$ cat src/rtl/packet_hex_if.sv
// Byte-wide packet stream with a valid/ready handshake.
// master: stream source (drives data, valid, sop, eop; samples ready)
// slave : stream sink   (samples data, valid, sop, eop; drives ready)
interface packet_hex_if;
    logic [7:0] pkt_data;
    logic       pkt_valid;
    logic       pkt_sop;
    logic       pkt_eop;
    logic       pkt_ready;

    modport master (
        output pkt_data,
        output pkt_valid,
        output pkt_sop,
        output pkt_eop,
        input  pkt_ready
    );

    modport slave (
        input  pkt_data,
        input  pkt_valid,
        input  pkt_sop,
        input  pkt_eop,
        output pkt_ready
    );
endinterface

$ cat src/rtl/packet_hex_feeder.sv
// packet_hex_feeder
// Captures three bytes at a fixed offset into each packet of a byte stream,
// converts the six nibbles to seven-segment codes and presents them on
// hex1..hex6. New values are committed only on a falling edge of vsync_n so
// the display never changes mid-frame, and each committed value is held for
// at least MIN_FRAMES frame boundaries.
//
// Ports:
//   clk50      system clock
//   reset_n    asynchronous active-low reset
//   pkt        packet stream sink (data, valid, sop, eop in; ready out)
//   vsync_n    VGA vertical sync, active low, synchronous to clk50
//   hex1..hex6 segment codes, bit0=a .. bit6=g, bit7=dp
//
// State | Meaning
// ------+------------------------------------------------------------------
// IDLE  | no packet in progress; non-sop beats are dropped
// CAPT  | inside a packet; beats at OFFSET..OFFSET+2 fill the shadow digits
// HOLD  | packet complete; stream stalled until the next allowed commit
module packet_hex_feeder #(
    parameter int unsigned OFFSET     = 0,
    parameter int unsigned MIN_FRAMES = 1
) (
    input  logic             clk50,
    input  logic             reset_n,
    packet_hex_if.slave      pkt,
    input  logic             vsync_n,
    output logic [7:0]       hex1,
    output logic [7:0]       hex2,
    output logic [7:0]       hex3,
    output logic [7:0]       hex4,
    output logic [7:0]       hex5,
    output logic [7:0]       hex6
);

    typedef enum logic [1:0] {
        S_IDLE = 2'd0,
        S_CAPT = 2'd1,
        S_HOLD = 2'd2
    } state_t;

    localparam logic [8:0] OFF_W     = 9'(OFFSET);
    localparam logic [7:0] HOLD_INIT = 8'(MIN_FRAMES - 1);
    localparam logic [7:0] SEG_ZERO  = 8'h3F;
    localparam logic [7:0] SEG_DASH  = 8'h40;

    function automatic logic [7:0] seg_enc(input logic [3:0] n);
        logic [7:0] s;
        case (n)
            4'h0: s = 8'h3F;
            4'h1: s = 8'h06;
            4'h2: s = 8'h5B;
            4'h3: s = 8'h4F;
            4'h4: s = 8'h66;
            4'h5: s = 8'h6D;
            4'h6: s = 8'h7D;
            4'h7: s = 8'h07;
            4'h8: s = 8'h7F;
            4'h9: s = 8'h6F;
            4'hA: s = 8'h77;
            4'hB: s = 8'h7C;
            4'hC: s = 8'h39;
            4'hD: s = 8'h5E;
            4'hE: s = 8'h79;
            default: s = 8'h71;
        endcase
        return s;
    endfunction

    state_t     state_q, state_d;
    logic [7:0] cnt_q, cnt_d;
    logic [7:0] hold_q, hold_d;
    logic       vs_q;
    logic [2:0] cap_q, cap_d;
    logic [7:0] shadow_q [6];
    logic [7:0] shadow_d [6];
    logic [7:0] disp_q [6];
    logic [7:0] disp_d [6];

    logic       frame_edge;
    logic       commit;
    logic       accept;
    logic       in_pkt;
    logic [7:0] beat_idx;
    logic [8:0] rel_idx;
    logic       cap_hit;

    assign pkt.pkt_ready = (state_q != S_HOLD);
    assign frame_edge    = vs_q & ~vsync_n;
    assign commit        = (state_q == S_HOLD) & frame_edge & (hold_q == 8'd0);
    assign accept        = pkt.pkt_valid & pkt.pkt_ready;
    // A sop beat always belongs to a packet, even one that restarts mid-packet.
    assign in_pkt        = pkt.pkt_sop | (state_q == S_CAPT);
    assign beat_idx      = pkt.pkt_sop ? 8'd0 : cnt_q;
    // Indices below OFFSET wrap to large values in 9 bits, so one compare
    // covers both ends of the capture window.
    assign rel_idx       = {1'b0, beat_idx} - OFF_W;
    assign cap_hit       = (rel_idx < 9'd3);

    always_comb begin
        state_d  = state_q;
        cnt_d    = cnt_q;
        hold_d   = hold_q;
        cap_d    = cap_q;
        shadow_d = shadow_q;
        disp_d   = disp_q;

        if (commit) begin
            disp_d  = shadow_q;
            hold_d  = HOLD_INIT;
            state_d = S_IDLE;
        end else if (frame_edge && (hold_q != 8'd0)) begin
            hold_d = hold_q - 8'd1;
        end

        if (accept && in_pkt) begin
            state_d = S_CAPT;
            cnt_d   = (beat_idx == 8'hFF) ? 8'hFF : beat_idx + 8'd1;
            if (pkt.pkt_sop) begin
                for (int i = 0; i < 6; i++) begin
                    shadow_d[i] = SEG_DASH;
                end
                cap_d = 3'b000;
            end
            if (cap_hit) begin
                for (int k = 0; k < 3; k++) begin
                    if (rel_idx[1:0] == 2'(k)) begin
                        shadow_d[k]     = seg_enc(pkt.pkt_data[7:4]);
                        shadow_d[k + 3] = seg_enc(pkt.pkt_data[3:0]);
                        cap_d[k]        = 1'b1;
                    end
                end
            end
            if (pkt.pkt_eop) begin
                // The decimal point on hex6 flags a packet too short to fill all digits.
                shadow_d[5][7] = ~&cap_d;
                state_d        = S_HOLD;
            end
        end
    end

    always_ff @(posedge clk50 or negedge reset_n) begin
        if (!reset_n) begin
            state_q <= S_IDLE;
            cnt_q   <= 8'd0;
            hold_q  <= 8'd0;
            vs_q    <= 1'b1;
            cap_q   <= 3'b000;
            for (int i = 0; i < 6; i++) begin
                shadow_q[i] <= SEG_ZERO;
                disp_q[i]   <= SEG_ZERO;
            end
        end else begin
            state_q  <= state_d;
            cnt_q    <= cnt_d;
            hold_q   <= hold_d;
            vs_q     <= vsync_n;
            cap_q    <= cap_d;
            shadow_q <= shadow_d;
            disp_q   <= disp_d;
        end
    end

    assign hex1 = disp_q[0];
    assign hex2 = disp_q[1];
    assign hex3 = disp_q[2];
    assign hex4 = disp_q[3];
    assign hex5 = disp_q[4];
    assign hex6 = disp_q[5];

endmodule

$ cat src/flat_wrapper.sv
// flat-port wrapper written by rule: the top's interface ports become plain ports
module packet_hex_feeder_flat 
#(
    parameter int unsigned OFFSET     = 0,
    parameter int unsigned MIN_FRAMES = 1
)
  (clk50, reset_n, vsync_n, hex1, hex2, hex3, hex4, hex5, hex6, pkt_pkt_data, pkt_pkt_valid, pkt_pkt_sop, pkt_pkt_eop, pkt_pkt_ready);
  packet_hex_if pkt_i ();
  input  logic clk50;
  input  logic reset_n;
  input  logic vsync_n;
  output logic [7:0] hex1;
  output logic [7:0] hex2;
  output logic [7:0] hex3;
  output logic [7:0] hex4;
  output logic [7:0] hex5;
  output logic [7:0] hex6;
  input wire logic [$bits(pkt_i.pkt_data)-1:0] pkt_pkt_data;
  input wire logic [$bits(pkt_i.pkt_valid)-1:0] pkt_pkt_valid;
  input wire logic [$bits(pkt_i.pkt_sop)-1:0] pkt_pkt_sop;
  input wire logic [$bits(pkt_i.pkt_eop)-1:0] pkt_pkt_eop;
  output wire logic [$bits(pkt_i.pkt_ready)-1:0] pkt_pkt_ready;
  assign pkt_i.pkt_data = pkt_pkt_data;
  assign pkt_i.pkt_valid = pkt_pkt_valid;
  assign pkt_i.pkt_sop = pkt_pkt_sop;
  assign pkt_i.pkt_eop = pkt_pkt_eop;
  assign pkt_pkt_ready = pkt_i.pkt_ready;
  packet_hex_feeder #(.OFFSET(OFFSET), .MIN_FRAMES(MIN_FRAMES)) u_core (.clk50(clk50), .reset_n(reset_n), .pkt(pkt_i), .vsync_n(vsync_n), .hex1(hex1), .hex2(hex2), .hex3(hex3), .hex4(hex4), .hex5(hex5), .hex6(hex6));
endmodule
$ cat config.mk
export PLATFORM = sky130hd
export DESIGN_NAME = packet_hex_feeder_flat
export DESIGN_NICKNAME = d
export VERILOG_FILES = /design/src/rtl/packet_hex_if.sv /design/src/rtl/packet_hex_feeder.sv /design/src/flat_wrapper.sv
export SDC_FILE = /design/constraint.sdc
export NUM_CORES = 1
export LEC_CHECK = 0
export CAP_MARGIN = 20
export CORE_MARGIN = 10
export CORE_UTILIZATION = 56
export CTS_CLUSTER_DIAMETER = 120
export CTS_CLUSTER_SIZE = 16
export DETAILED_ROUTE_END_ITERATION = 10
export PLACE_DENSITY = 0.8
export SLEW_MARGIN = 0
export SYNTH_ARGS = -nofsm -noshare
export SYNTH_HDL_FRONTEND = slang
export SYNTH_SLANG_ARGS = --single-unit
$ cat constraint.sdc
create_clock -name clk50 -period 2.8 [get_ports clk50]
set_clock_uncertainty 0.1 [all_clocks]
set_input_delay 0.28 -clock clk50 [delete_from_list [all_inputs] [get_ports clk50]]
set_output_delay 0.28 -clock clk50 [all_outputs]
set_load 0.02 [all_outputs]
==> After elaboration in Yosys (flattened, before gate mapping) <==
Memories as Yosys holds them, arrays and structs flattened.
Index checks and enable logic that the tools add are counted.
{ "word_totals": {"ram_bits": 0, "out_inout_bits": 49, "word_cells": 69, "n_memories": 6, "mem_bits_ro": 672, "latchBits": 0, "in_bits": 14, "reg_bits": 118} }
{ "op_classes": {"n_addsub": 2, "mul": 0, "mux": 22, "div": 0, "bitwise": 6, "eq_ne": 6, "shift": 0, "order_cmp": 1, "reduce_logical": 9} }
{ "memory_table": {"columns": ["memory", "words", "word_bits", "read_ports", "rd_clocked_by_memory_dff", "wr", "line", "text"], "rows": [
  ["(name not given)", 16, 7, 1, 0, 0, "packet_hex_feeder.sv:49", "case (n)"],
  ["(name not given)", 16, 7, 1, 0, 0, "packet_hex_feeder.sv:49", null],
  ["(name not given)", 16, 7, 1, 0, 0, "packet_hex_feeder.sv:49", null],
  ["(name not given)", 16, 7, 1, 0, 0, "packet_hex_feeder.sv:49", null],
  ["(name not given)", 16, 7, 1, 0, 0, "packet_hex_feeder.sv:49", null],
  ["(name not given)", 16, 7, 1, 0, 0, "packet_hex_feeder.sv:49", null]
]} }
{ "ops": {"columns": ["op", "n"], "rows": [
  ["48-bit 2-to-1 mux", 2],
  ["8-bit 2-to-1 mux", 10],
  ["3-bit 2-to-1 mux", 3],
  ["8-bit by 1-bit adder with 8-bit output, second input constant", 1],
  ["8-bit == test, second input constant", 1],
  ["8-bit zero test", 1],
  ["8-bit by 2-bit < comparator with 1-bit output, second input constant", 1],
  ["8-bit nonzero test", 1],
  ["8-bit by 1-bit subtractor with 8-bit output, second input constant", 1],
  ["2-bit 2-to-1 mux", 3],
  ["1-bit bitwise AND", 4],
  ["2-bit by 1-bit == test with 1-bit output, second input constant", 2],
  ["2-bit == test, second input constant", 2],
  ["1-bit 2-to-1 mux", 4],
  ["2-bit nonzero test", 2],
  ["3-bit AND reduction", 1],
  ["1-bit logical AND", 2],
  ["2-bit zero test", 1],
  ["2-bit inequality test, second input constant", 1],
  ["1-bit zero test", 1],
  ["1-bit NOT", 1],
  ["1-bit bitwise OR", 1]
]} }

==> Logic depth before layout (Yosys ltp) <==
Gate-level depths: netlist of run 1.
{ "depth": {"ltp_word": 8, "mapped_depth": 12, "ltp_nobuf": 8} }

==> Least setup slack after synthesis of run 1 <==
OpenSTA, ideal clock, no wires.
{ "synth_path": {"path_kind": "input -> register", "start": "input port pkt_pkt_sop", "end": "register u_core.shadow_q[0] in the netlist's numbering", "setup_ns": 0.089, "path_buffers": 4, "stages": 12, "arrival_time_ns": 2.456, "path_slack_ns": 0.155, "t_required_ns": 2.611, "cell_sequence": "clkbuf_1 > clkbuf_1 > inv_1 > nand2_1 > inv_1 > ha_1 > nor3_1 > a31oi_1 > or3_1 > buf_6 > buf_8 > o2bb2ai_1"} }
{ "synth_via": {"elab_chain_len": 4, "word_cells_on_any_way": 8, "classes_between": "order compare: 1; eq/ne: 1; mux: 4; bitwise: 1; reduce/logical: 1"} }
{ "synth_rtl": {"columns": ["element", "line", "text"], "rows": [
  ["from (decl)", "flat_wrapper.sv:20", "input wire logic [$bits(pkt_i.pkt_sop)-1:0] pkt_pkt_sop;"],
  ["branches (longest 4 deep; another with 8-bit by 2-bit < comparator with 1-bit output)", null, null],
  ["to (signal assigned)", "packet_hex_feeder.sv:159", "shadow_q <= shadow_d;"],
  ["to (decl)", "packet_hex_feeder.sv:75", "logic [7:0] shadow_q [6];"]
]} }
Several ways; the timed one is not identified.
A chain may end at the register's enable or synchronous reset.

==> Worst setup path in the final report of run 1 <==
{ "layout_path": {"start": "register u_core.state_q[1]", "end": "output port pkt_pkt_ready"} }
{ "layout_via": {"elab_chain_len": 1} }
{ "layout_rtl": {"columns": ["element", "line", "text"], "rows": [
  ["from (decl)", "packet_hex_feeder.sv:70", "state_t state_q, state_d;"],
  ["from (signal assigned)", "packet_hex_feeder.sv:154", "state_q <= state_d;"],
  ["2-bit inequality test", "packet_hex_feeder.sv:88", "assign pkt.pkt_ready = (state_q != S_HOLD);"],
  ["to (decl)", "flat_wrapper.sv:22", "output wire logic [$bits(pkt_i.pkt_ready)-1:0] pkt_pkt_ready;"]
]} }
Every way passes these cells.

==> results of run 1 <==
==> final timing paths <==
check | start | to | slack, ns
max | u_core.state_q[1]$_DFFE_PN0P_ | pkt_pkt_ready | 0.60
min | vsync_n | u_core.vs_q$_DFF_PN1_ | 0.09
max reg2reg | u_core.cnt_q[1]$_DFFE_PN0P_ | u_core.shadow_q[31]$_DFFE_PN0P_ | 0.60
min reg2reg | u_core.shadow_q[26]$_DFFE_PN1P_ | u_core.shadow_q[26]$_DFFE_PN1P_ | 0.38
max in group asynchronous | reset_n | u_core.cap_q[2]$_DFFE_PN0P_ | 1.87
min in group asynchronous | reset_n | u_core.hold_q[4]$_DFFE_PN0P_ | 0.26
==> worst register-to-register path, delay by kind of cell (launching register included) <==
family,cells,cell delay (ns)
AND/OR/NAND/NOR,4,0.96
adder cells (fa/ha/maj),1,0.20
AO/OA/AOI/OAI,1,0.15
buffers and inverters,2,0.28
flip-flops,1,0.40
==> state kept, by name, indices dropped and copies added, names as in the netlist, 3 cells and up <==
| signal | flops |
|---|---|
| u_core.hex5 | 8 |
| u_core.cnt_q | 8 |
| u_core.hold_q | 8 |
| u_core.hex6 | 8 |
| u_core.hex2 | 8 |
| u_core.shadow_q | 48 |
| u_core.hex3 | 8 |
| u_core.hex1 | 8 |
| u_core.hex4 | 8 |
| u_core.cap_q | 3 |
==> power groups by stage <==
| stage | clock (mW) | sequential (mW) | combinational [mW] |
|---|---|---|---|
| floorplan | 0 | 2.68 | 1.01 |
| global placement | 0 | 2.70 | 1.55 |
| detailed placement | 0 | 2.70 | 1.60 |
| CTS | 2.14 | 2.69 | 1.62 |
| global route | 2.22 | 2.75 | 1.77 |
| finish | 2.11 | 2.69 | 1.61 |
==> final cells by class <==
cell class                 instances  area share (%)
clock buffer                      18            6.36
clock inverter                    14            2.03
inverter                          23            1.25
multi-input combinational        274            32.3
sequential                       118            44.1
tap                              133            2.41
timing repair buffer              82            11.5
==> Yosys cell counts, types with 2 or more instances <==
master     count  area share, %
o2111ai_1      3           0.48
o21ai_1        7           0.64
mux4_2         2           0.82
o211ai_1       2           0.27
clkbuf_1      12           0.82
dfstp_2       73             35
a21oi_1        5           0.46
ha_1          19            4.3
a2bb2oi_1      8            1.3
inv_1         22            1.5
xor2_1         2           0.32
a22oi_1        7           0.96
mux2_2         5            1.0
nand3b_1       3           0.41
and2_1         7           0.80
mux2_1        42            8.6
or3_1          4           0.46
a2bb2oi_2      2           0.55
xnor2_1        7            1.1
nand2_1       23            1.6
o22ai_1        2           0.23
o2bb2ai_1     28            4.5
o31ai_1        2           0.27
nand4_1        3           0.34
nor2b_1       12            1.4
mux2i_1        3           0.55
o2bb2ai_2      2           0.55
a31oi_1        5           0.57
buf_6          2           0.41
dfrtp_1       45             20
o21a_1         2           0.27
a22o_1         6           0.96
buf_1          2           0.14
nand4b_1       3           0.48
nand3_1       12            1.1
and3_1         4           0.46
o21ai_0        8           0.73
nor3_1        10           0.91
buf_2          9           0.82
a21o_1         4           0.55
nor2_1         9           0.61
==> per-layer routing <==
layer	part of all wire, %	GRT usage [%]	wire length, um
met1	45	21.7	5510
met3	5.2	5.38	636
met5	0	0	0
met4	1.2	7.56	148
met2	49	29.4	6000
==> per-stage QoR <==
stage          utilization [%]  instances  worst slack [ns]
2_1_floorplan                -        441             0.155
3_3_place_gp              65.2        629             0.140
3_5_place_dp              65.2        629             0.116
4_1_cts                   71.3        662             0.571
5_1_grt                   71.3        662             0.467
6_report                  71.3        662             0.596
==> cell families after synthesis <==
logic type | count (synthesis)
buffers and inverters | 49
adders and majority gates | 19
and+or+nand+nor | 96
DFF | 118
muxes | 52
xor gates and xnor gates | 9
AOI/OAI and AO/OA | 98
==> timing repair <==
item / CTS / global route
gates resized for setup: 0 / 0
hold buffers: 1 / 0
hold endpoints to repair: 45 / 0
==> key figures, run 1 <==
Clock network
  – TritonCTS Buffers: 17
  – Max Buffers Root-to-Sink: 2
  – Clk slew on worst S/H paths: 0.06 ns
  – H-tree lvl count: 4
  – Post-CTS Repair Setup Buffers: 0
  – Root Buffer: clkbuf_8
  – Clock sinks: 118
  – Clk_lat worst skew: 0.53 ns
  – TritonCTS clock tree: yes

Cells and area
  – Fill cells: 679
  – Nets@finish: 549
  – Commonest non-fill, non-tap cells in the layout: dfstp_2 (73), clkdlybuf4s50_1 (61), dfrtp_1 (45)
  – Layout cells sized above 1: 26.5%
  – Multi-input logic area: 2230 um2
  – Register area: 3040 um2
  – Finished Cell Area: 6900 um2
  – Commonest non-fill, non-tap cell in the layout: dfstp_2
  – Synth-to-Final Area Change: 25.6%
  – Inserted Diodes: 0

Worst setup path
  – Worst Path Arrival: 1.82 ns
  – R2R depth: 8
  – Critical Path, Cell by Cell: nand2b_1 > clkdlybuf4s50_1
  – CP startpoint kind: flop
  – Worst path bufs/invs: 1
  – Worst-path fanout max: 6
  – Biggest cell delay along the critical path: 0.67 ns
  – Critical path depth: 2
  – Critical path class: reg2out
  – CP required: 2.42 ns
  – Crit-path slowest cell: clkdlybuf4s50_1
  – Crit end category: primary output
  – Crit path max-delay family: buffers and inverters

Place
  – Port bufs: 62
  – GPL Wtd Cong: 0.818
  – Area post-placement: 6310 um2
  – Dpl hpwl: 8200 um

Min path
  – Hold path depth: 1
  – Hold Crit Class: in2reg

Power and ir drop
  – PwrDens: 929 nW/um2
  – Peak VDD IR: 0.000493 V
  – LEAKAGE: 2.95 nW
  – Total power draw: 6.41 mW
  – Gate power share: 25.1%
  – Psw: 2.05 mW
  – Clock share of power: 32.9%
  – Switching part of the total power: 31.9%
  – Sequential power share: 42.0%
  – Internal power: 4.36 mW

Die
  – Core area: 9680 um2
  – Placement Rows: 36
  – Total Die Area: 14200 um2
  – I/O pin total: 63
  – Die extent in y: 119 um
  – Initial core utilization: 56.7%
  – Die X: 119 um

Synthesis
  – Primary FF master, synth: dfstp_2
  – Netlist Area Pre-Place: 5490 um2
  – Post-Synth Simple-Gate Area: 9.79%
  – Post-Synth XOR/XNOR Area: 1.43%
  – Distinct cells, synth: 54
  – Post-synth ARST share: 100%
  – Syn. warnings: 0
  – Mapped Cells: 441
  – Post-synthesis register bit count: 118
  – Synth Area in Adders: 4.33%
  – Sequential fraction of the synthesis area: 55.4%
  – Largest family of logic cells by synthesized area: compound AO/OA/AOI/OAI gates
  – Compound-gate portion of the synthesized area: 14.0%
  – Synthesized area per cell: 12.5 um2
  – Post-synth EDFFs: 0
  – Synthesized net count: 474
  – Mux contribution to synthesized area: 11.0%

Detailed routing
  – Via density: 5.67
  – Final WL: 12300 um
  – DRC errors left: 0
  – Total vias in the final route: 3755
  – Drt first pass iters: 4
  – Antenna Nets Post-Route: 0
  – Routed len/inst: 18.6 um
  – Initial drt markers: 213

GRT
  – GR Overflow Total: 0
  – Vias in the first global route: 4039
  – Overall fraction of global-route tracks in use: 18.0%
  – First-pass GRT wire length: 20800 um
  – Initial antenna violation count: 0
  – Pin count of the biggest net entering global routing: 119

Timing
  – Slew headroom: 50.4%
  – Count of pins over their slew limit: 0
  – Setup tns final: 0 ns
  – Final Hold Fails: 0
  – Slew @ Worst Pin: 0.738 ns
  – Fmax: 454 MHz
  – Min Hold Slack: 0.0923 ns
  – Tcrit/Tclk final: 78.7%
  – RSZ-0062 raised after global routing: no
  – Setup Viol. Count Final: 0
  – Tmin final: 2.20 ns

Run status
  – Status: completed

Job
  – Max cap viols: 0
Note: power is estimated with default switching activity, not from simulation.
==> inputs of run 2 (changes only) <==
clock period = 2.1 ns   (was 2.8 ns; I/O delays follow)
==> key figures, run 2 (same netlist as run 1, synthesis figures left out) <==
Run status
  – Status: completed

GRT
  – Initial antenna violation count: 0 (unchanged)
  – Overall fraction of global-route tracks in use: 19.0% (+1.0 points)
  – GR Overflow Total: 0 (unchanged)
  – Pin count of the biggest net entering global routing: 58 (-51%)
  – Vias in the first global route: 4287 (+6.1%)
  – First-pass GRT wire length: 22000 um (+5.6%)

Timing
  – Post-layout worst setup margin: 0.0796 ns (-0.517 ns)
  – Tcrit/Tclk final: 96.2%
  – Slew @ Worst Pin: 0.438 ns (-0.301 ns)
  – Fmax: 495 MHz
  – Tmin final: 2.02 ns
  – Setup Viol. Count Final: 0 (unchanged)
  – Count of pins over their slew limit: 0 (unchanged)
  – Final Hold Fails: 0 (unchanged)
  – RSZ-0062 raised after global routing: yes
  – Slew headroom: 70.8% (+20 points)
  – Min Hold Slack: 0.0368 ns (-0.0555 ns)

Clock network
  – Clock sinks: 118 (unchanged)
  – Post-CTS Repair Setup Buffers: 0 (unchanged)
  – H-tree lvl count: 4 (unchanged)
  – Max Buffers Root-to-Sink: 2 (unchanged)
  – Root Buffer: clkbuf_8
  – TritonCTS clock tree: yes
  – Clk slew on worst S/H paths: 0.06 ns (about the same)
  – TritonCTS Buffers: 17 (unchanged)
  – Clk_lat worst skew: 0.52 ns (about the same)

Die
  – Die X: 119 um (unchanged)
  – Total Die Area: 14200 um2 (unchanged)
  – Die extent in y: 119 um (unchanged)
  – Initial core utilization: 56.7% (unchanged)
  – Core area: 9680 um2 (unchanged)
  – I/O pin total: 63 (unchanged)
  – Placement Rows: 36 (unchanged)

Cells and area
  – Finished Cell Area: 7210 um2 (+4.5%)
  – Fill cells: 608 (-10%)
  – Layout cells sized above 1: 32.0% (+5.5 points)
  – Multi-input logic area: 2260 um2 (+1.5%)
  – Top reg by flops: u_core.shadow_q
  – Largest register FFs: 48 (unchanged)
  – Final non-filler cell total: 699 (+5.6%)
  – Commonest non-fill, non-tap cell in the layout: dfstp_2
  – Register area: 3040 um2 (unchanged)
  – Synth-to-Final Area Change: 31.3%
  – Commonest non-fill, non-tap cells in the layout: dfstp_2 (73), clkdlybuf4s50_1 (60), buf_4 (53)
  – Nets@finish: 586 (+6.7%)
  – Inserted Diodes: 0 (unchanged)

Min path
  – Hold Crit Class: in2reg
  – Hold path depth: 1 (unchanged)

Detailed routing
  – Via density: 5.64 (-0.65%)
  – Antenna Nets Post-Route: 0 (unchanged)
  – Final WL: 13000 um (+5.8%)
  – Drt first pass iters: 4 (unchanged)
  – Initial drt markers: 265 (+24%)
  – Total vias in the final route: 3939 (+4.9%)
  – DRC errors left: 0 (unchanged)
  – Routed len/inst: 18.6 um (+0.17%)

Worst setup path
  – Critical path class: reg2reg
  – CP startpoint kind: flop
  – R2R depth: 7 (-1)
  – Worst-path fanout max: 8 (+2)
  – CP required: 2.44 ns (+0.02 ns)
  – Crit end category: flop
  – Worst Path Arrival: 2.36 ns (+0.54 ns)

Place
  – DP Worst Slack: -0.304 ns (-0.420 ns)
  – GPL Wtd Cong: 0.860 (+5.1%)
  – Dpl hpwl: 9220 um (+12%)
  – Dpl cells: 666 (+5.9%)
  – Area post-placement: 6620 um2 (+5.0%)
  – Port bufs: 62 (unchanged)

Power and ir drop
  – LEAKAGE: 3.13 nW (+6.0%)
  – Total power draw: 8.74 mW (+36%)
  – PwrDens: 1210 nW/um2 (+30%)
  – Peak VDD IR: 0.000631 V (+28%)

Job
  – Max cap viols: 0 (unchanged)
-- run 2: worst max-delay path, stage by stage, from the launching register on --
cell	delay [ns]
dfrtp_1	0.41
nor2b_1	0.18
ha_2	0.19
nor3_2	0.19
a31oi_1	0.14
or3_1	0.40
buf_4	0.21
o2bb2ai_1	0.13
-- run 2: path summary, 6_finish.rpt --
path                                             startpoint                             end  slack, ns
worst min register to register  u_core.cap_q[1]$_DFFE_PN0P_     u_core.cap_q[1]$_DFFE_PN0P_       0.38
min in group asynchronous                           reset_n    u_core.hold_q[2]$_DFFE_PN0P_       0.08
worst max-delay path            u_core.cnt_q[0]$_DFFE_PN0P_  u_core.shadow_q[4]$_DFFE_PN1P_       0.08
max in group asynchronous                           reset_n  u_core.shadow_q[4]$_DFFE_PN1P_       1.13
worst max register to register  u_core.cnt_q[0]$_DFFE_PN0P_  u_core.shadow_q[4]$_DFFE_PN1P_       0.08
worst min-delay path                                vsync_n           u_core.vs_q$_DFF_PN1_       0.04
-- run 2: power by group --
part	switching [mW]	total, mW	leakage [nW]	internal [mW]
Clock	1.12	2.71	0.259	1.59
Combinational	1.22	2.41	1.55	1.19
Sequential	0.479	3.62	1.32	3.14
-- run 2: through the flow --
step / setup TNS [ns] / utilization (%)
finish: 0 / 74.5
global route: -0.257 / 74.5
CTS: 0 / 74.3
detailed placement: -12.76 / 68.4
global placement: -9.99 / 68.4
floorplan: 0 / -
-- run 2: area by class of cell --
cell class	instances	share of cell area, %
Clock buffer	17	5.74
Clock inverter	15	1.99
Inverter	23	1.20
Multi-Input combinational cell	274	31.3
Sequential cell	118	42.2
Tap cell	133	2.31
Timing Repair Buffer	119	15.2
-- run 2: routing by layer --
layer,share of wire [%],GRT usage [%],vias up
li1,-,-,1821
met1,43,22.6,1961
met2,49,30.7,129
met3,6.1,6.19,28
met4,2.2,8.70,0
met5,0,0,-
-- run 2: repair_timing --
action / in CTS / in global routing
hold buffers: 1 / 0
cloned: 0 / 0
pin swaps: 0 / 0
resized for setup: 1 / 3
hold endpoints to repair: 47 / 0
endpoints found under the setup margin: 1 / 24
==> inputs of run 3 (changes only) <==
CTS_CLUSTER_SIZE = not set   (was 16)
==> results of run 3 <==
Same layout as run 2: the final DEF is identical, and so are final timing and power.
